### config.mk
export PLATFORM = sky130hd
export DESIGN_NAME = toggle_pulse_gen
export DESIGN_NICKNAME = d
export VERILOG_FILES = /design/src/rtl/toggle_pulse_gen.sv
export SDC_FILE = /design/constraint.sdc
export NUM_CORES = 1
export LEC_CHECK = 0
export ABC_AREA = 1
export BUFFER_PORTS_ARGS = -buffer_cell sky130_fd_sc_hd__buf_2
export CAP_MARGIN = 10
export CORE_MARGIN = 2
export CORE_UTILIZATION = 50
export CTS_CLUSTER_SIZE = 24
export DETAILED_ROUTE_END_ITERATION = 7
export PLACE_DENSITY_LB_ADDON = 0.3
export SKIP_CTS_REPAIR_TIMING = 1
export SYNTH_ARGS = -nofsm -noshare
export SYNTH_HDL_FRONTEND = slang
export SYNTH_SLANG_ARGS = --single-unit
### constraint.sdc
create_clock -name clk -period 1.8 [get_ports clk]
set_input_delay 0.18 -clock clk [delete_from_list [all_inputs] [get_ports clk]]
set_output_delay 0.18 -clock clk [all_outputs]
set_load 0.1 [all_outputs]
### src/rtl/toggle_pulse_gen.sv
// Programmable-period strobe generator feeding a toggle flip-flop's t input.
// Define TOGGLE_PULSE_GEN_BURST_EN to build finite bursts, the DONE state and the done strobe.
module toggle_pulse_gen #(
    parameter int CNT_W   = 16,
    parameter int BURST_W = 8
) (
    input  logic               clk,
    input  logic               rst_n,
    input  logic               start,
    input  logic               stop,
    input  logic [CNT_W-1:0]   period,
    input  logic [BURST_W-1:0] burst_len,
    output logic               t_out,
    output logic               busy,
    output logic               done,
    output logic [BURST_W-1:0] pulse_cnt
);

`ifdef TOGGLE_PULSE_GEN_BURST_EN
    typedef enum logic [1:0] {IDLE, RUN, DONE} state_t;
`else
    typedef enum logic {IDLE, RUN} state_t;
`endif

    state_t             state_q, state_d;
    logic [CNT_W-1:0]   cnt_q, cnt_d;
    logic [CNT_W-1:0]   per_q, per_d;
    logic [BURST_W-1:0] pcnt_q, pcnt_d;
    logic               t_q, t_d;
    logic [CNT_W-1:0]   per_eff;
    logic [BURST_W-1:0] pcnt_inc;

`ifdef TOGGLE_PULSE_GEN_BURST_EN
    logic [BURST_W-1:0] burst_q, burst_d;
`else
    // Burst length is accepted on the port but every run is continuous here.
    logic unused_burst;
    assign unused_burst = ^burst_len;
`endif

    // A zero period would never reload cleanly; run it as P=1.
    assign per_eff  = (period == '0) ? CNT_W'(1) : period;
    assign pcnt_inc = pcnt_q + BURST_W'(1);

    always_comb begin
        state_d = state_q;
        cnt_d   = cnt_q;
        per_d   = per_q;
        pcnt_d  = pcnt_q;
        t_d     = 1'b0;
`ifdef TOGGLE_PULSE_GEN_BURST_EN
        burst_d = burst_q;
`endif
        case (state_q)
            IDLE: begin
                if (start && !stop) begin
                    state_d = RUN;
                    per_d   = per_eff;
                    cnt_d   = per_eff - CNT_W'(1);
                    pcnt_d  = '0;
`ifdef TOGGLE_PULSE_GEN_BURST_EN
                    burst_d = burst_len;
`endif
                end
            end
            RUN: begin
                if (stop) begin
                    state_d = IDLE;
                end else if (cnt_q == '0) begin
                    cnt_d  = per_q - CNT_W'(1);
                    t_d    = 1'b1;
                    pcnt_d = pcnt_inc;
`ifdef TOGGLE_PULSE_GEN_BURST_EN
                    // The edge issuing pulse N also ends the burst.
                    if ((burst_q != '0) && (pcnt_inc == burst_q)) begin
                        state_d = DONE;
                    end
`endif
                end else begin
                    cnt_d = cnt_q - CNT_W'(1);
                end
            end
`ifdef TOGGLE_PULSE_GEN_BURST_EN
            DONE: begin
                state_d = IDLE;
            end
`endif
            default: begin
                state_d = IDLE;
            end
        endcase
    end

    always_ff @(posedge clk or negedge rst_n) begin
        if (!rst_n) begin
            state_q <= IDLE;
            cnt_q   <= '0;
            per_q   <= '0;
            pcnt_q  <= '0;
            t_q     <= 1'b0;
        end else begin
            state_q <= state_d;
            cnt_q   <= cnt_d;
            per_q   <= per_d;
            pcnt_q  <= pcnt_d;
            t_q     <= t_d;
        end
    end

`ifdef TOGGLE_PULSE_GEN_BURST_EN
    always_ff @(posedge clk or negedge rst_n) begin
        if (!rst_n) begin
            burst_q <= '0;
        end else begin
            burst_q <= burst_d;
        end
    end

    assign done = (state_q == DONE);
`else
    assign done = 1'b0;
`endif

    assign busy      = (state_q == RUN);
    assign t_out     = t_q;
    assign pulse_cnt = pcnt_q;

endmodule

==> flow_metrics.env <==
export IMPL_status="finished with violations"
export IMPL_violations="setup timing"
export IMPL_p_seq_share_pct=39.6
export IMPL_power_total_mw=3.14
export IMPL_gp_congestion=0.849
export IMPL_required_ns=2.02
export IMPL_slew_headroom_pct=58.1
export IMPL_sw_frac_of_total_pct=35.9
export IMPL_cpMostUsedCell="nand2_1"
export IMPL_regArea_sq_um=1060
export IMPL_clockPowerShare_pct=24.5
export IMPL_p_switching_mw=1.13
export IMPL_comb_power_share_pct=35.9
export IMPL_irDropWorstVdd_mv=0.529
export IMPL_leakage_nw=1.71
export IMPL_viasPerCell=5.14
export IMPL_cp_max_fo=7
export IMPL_drive_above_1_share_pct=33.6
export IMPL_rsz0062_at_grt="true"
export IMPL_area_delta_synth_final_pct=32.0
export IMPL_die_y_um=76.0
export IMPL_synth_seq_cells=42
export IMPL_drv_slew=0
export IMPL_async_flop_share_pct=100
export IMPL_syn_area_sq_um=2590
export IMPL_p_per_area_nw_per_um2=919
export IMPL_fin_cells=511
export IMPL_synth_ff_type="dfrtp_1"
export IMPL_fin_ws_ns=-0.157
export IMPL_slowest_delay_ns=0.41
export IMPL_cts_clk_slew_worst_paths_ns=0.09
export IMPL_multi_input_area_sq_um=1490
export IMPL_layout_min_cycle_time_ns=1.96
export IMPL_muxShareOfSynthArea_pct=0
export IMPL_arrival_ns=2.18
export IMPL_cts_tree="done"
export IMPL_setup_violations=16
export IMPL_cts_buffers=5
export IMPL_crit_family="simple AND/OR/NAND/NOR gates"
export IMPL_clock_skew_ns=0.00563
export IMPL_dr_pass1_iters=6
export IMPL_cts_root_buf="clkbuf_8"
export IMPL_p_int_mw=2.01
export IMPL_rows=26
export IMPL_dp_slack_ns=-0.0774
export IMPL_critPathKind="flip-flop to flip-flop"
export IMPL_start_util_pct=51.4
export IMPL_syn_nets=399
export IMPL_core_area_sq_um=5040
export IMPL_die_w_um=76.0
export IMPL_hpwl_um=4940
export IMPL_synth_edf_count=0
export IMPL_finalCritPeriodShare_pct=109
export IMPL_synth_top_cell_by_area="dfrtp_1"
export IMPL_ioPinCount=39
export IMPL_vias=2624
export IMPL_fill_cells=426
export IMPL_first_global_vias=2454
export IMPL_synth_top_cell_area_share_pct=40.6
export IMPL_tightest_slew_ns=0.628
export IMPL_final_antenna_net_count=0
export IMPL_max_freq_mhz=511
export IMPL_synth_compound_area_share_pct=8.11
export IMPL_die_area_sq_um=5770
export IMPL_synth_top_family_by_area="simple AND/OR/NAND/NOR gates"
export IMPL_worstPathCellList="nor2_1 -> nand2_1 -> nor2_4 -> nand3_2 -> nand2_1 -> nand2_2 -> ha_4 -> nand2_4 -> nor2_2 -> or2_0 -> a31oi_1"
export IMPL_whs_ns=0.157
export IMPL_synth_seq_area_share_pct=40.6
export IMPL_placed_cells=494
export IMPL_grt_use_total_pct=23.8
export IMPL_ys_top_cells_by_area="dfrtp_1 (41%), nand2_1 (16%), nor2_1 (7.1%), nand3_1 (6.6%), inv_1 (4.5%)"
export IMPL_crit_slowest_cell="dfrtp_1"
export IMPL_grt_remaining_overflow=0
export IMPL_syn_inst=369
export IMPL_grt_pass1_wl_um=11200
export IMPL_clk_path_buf_depth=2
export IMPL_synthAdderAreaFrac_pct=0.966
export IMPL_syn_area_per_cell_sq_um=7.02
export IMPL_cp_start_kind="flip-flop"
export IMPL_maxCapViolCount=0
export IMPL_grt_max_degree=28
export IMPL_wl_um=6940
export IMPL_yosys_area_share_simple_pct=41.6
export IMPL_synthMostInstantiatedCell="nand2_1"
export IMPL_layout_nets=470
export IMPL_synth_warnings=0
export IMPL_drt_initial_drc_count=119
export IMPL_ys_types=32
export IMPL_htree_levels=2
export IMPL_ys_top_cells_by_count="nand2_1 (110), nor2_1 (49), dfrtp_1 (42)"
export IMPL_clk_latency_ns=0.30
export IMPL_hold_viol_final=0
export IMPL_antenna_found_initial=0
export IMPL_route_detailed_drc=0
export IMPL_wire_per_inst_um=13.6
export IMPL_worstPathBufferInverterCount=0
export IMPL_n_antenna_cell=0
export IMPL_clock_sinks=42
export IMPL_synthXorXnorAreaFrac_pct=0.676
export IMPL_cp_end_kind="flip-flop"
export IMPL_min_path_type="input pin to flip-flop"
export IMPL_port_buffers=29
[cell type report]
class | count | area share (%)
clock buffer | 6 | 2.12
clock inverter | 2 | 1.10
inverter | 36 | 4.02
multi-input combinational | 280 | 43.5
sequential | 42 | 30.9
tap | 70 | 2.56
timing repair buffer | 75 | 15.7
[worst reg2reg max path, stage by stage, from the launching register on]
cell and delay [ns]:
dfrtp_1 0.41, nor2_1 0.16, nand2_1 0.12, nor2_4 0.26, nand3_2 0.09, nand2_1 0.09, nand2_2 0.07, ha_4 0.18
nand2_4 0.08, nor2_2 0.07, or2_0 0.21, a31oi_1 0.14
[per-layer routing]
| metal | track usage (%) | up-vias | wire length, um |
|---|---|---|---|
| met3 | 3.91 | 8 | 302 |
| met5 | 0 | - | 0 |
| met2 | 40.9 | 65 | 3470 |
| met1 | 31.3 | 1232 | 3090 |
| met4 | 6.55 | 0 | 78 |
| li1 | - | 1319 | - |
[cells by family (layout without fill, tap and decap cells)]
logic type / count (synthesis) / count (layout)
AND/OR/NAND/NOR: 235 / 235
AO/OA/AOI/OAI: 40 / 40
XOR/XNOR: 2 / 2
flip-flops: 42 / 42
buffers and inverters: 47 / 119
adder cells (fa/ha/maj): 2 / 2
other: 1 / 1
[layout by cell type (no fill, tap or decap), types with 2 or more instances in the layout]
master	instances
nand2_4	10
buf_2	29
or2_0	2
buf_6	2
nor2_2	6
inv_2	4
a21oi_1	5
o21ai_0	21
nand4_1	8
nor2_1	46
nand2_2	21
nand2_1	92
nor2_4	5
nand3_2	14
dfrtp_2	3
buf_12	3
o21ai_1	8
buf_4	40
nor3_1	3
inv_1	31
a31oi_1	4
nand3_1	24
clkbuf_8	5
dfrtp_1	38
[sequential cells by signal, summed over array words and instances, names as in the netlist]
name and count:
busy 1, cnt_q 16, per_q 16, pulse_cnt 8
t_out 1
[path summary, 6_finish.rpt]
kind                                  startpoint                     to  slack [ns]  cells past startpoint
min in group asynchronous                  rst_n   per_q[7]$_DFFE_PN0P_        0.42                      2
hold / removal                        period[12]  per_q[12]$_DFFE_PN0P_        0.16                      3
setup / recovery            cnt_q[1]$_DFFE_PN0P_   cnt_q[6]$_DFFE_PN0P_       -0.16                     11
hold reg to reg            per_q[13]$_DFFE_PN0P_  per_q[13]$_DFFE_PN0P_        0.50                      2
max in group asynchronous                  rst_n  cnt_q[11]$_DFFE_PN0P_        0.71                      3
setup reg to reg            cnt_q[1]$_DFFE_PN0P_   cnt_q[6]$_DFFE_PN0P_       -0.16                     11
[power groups by stage]
stage / Clock, mW / Combinational [mW] / Sequential, mW
2_1_floorplan: 0 / 0.544 / 1.30
3_3_place_gp: 0 / 0.973 / 1.24
3_5_place_dp: 0 / 0.993 / 1.25
4_1_cts: 0.780 / 0.999 / 1.23
5_1_grt: 0.808 / 1.26 / 1.26
6_report: 0.771 / 1.13 / 1.24
[per-stage QoR]
step	area, sq um	utilization, %	TNS, ns
4_1_cts	3190	63.3	-0.800
5_1_grt	3420	67.8	-3.15
2_1_floorplan	2610	-	-0.0972
3_5_place_dp	3080	61.1	-0.359
3_3_place_gp	3080	61.1	-0.0758
6_report	3420	67.8	-1.58
(Power assumes the default switching activity.)
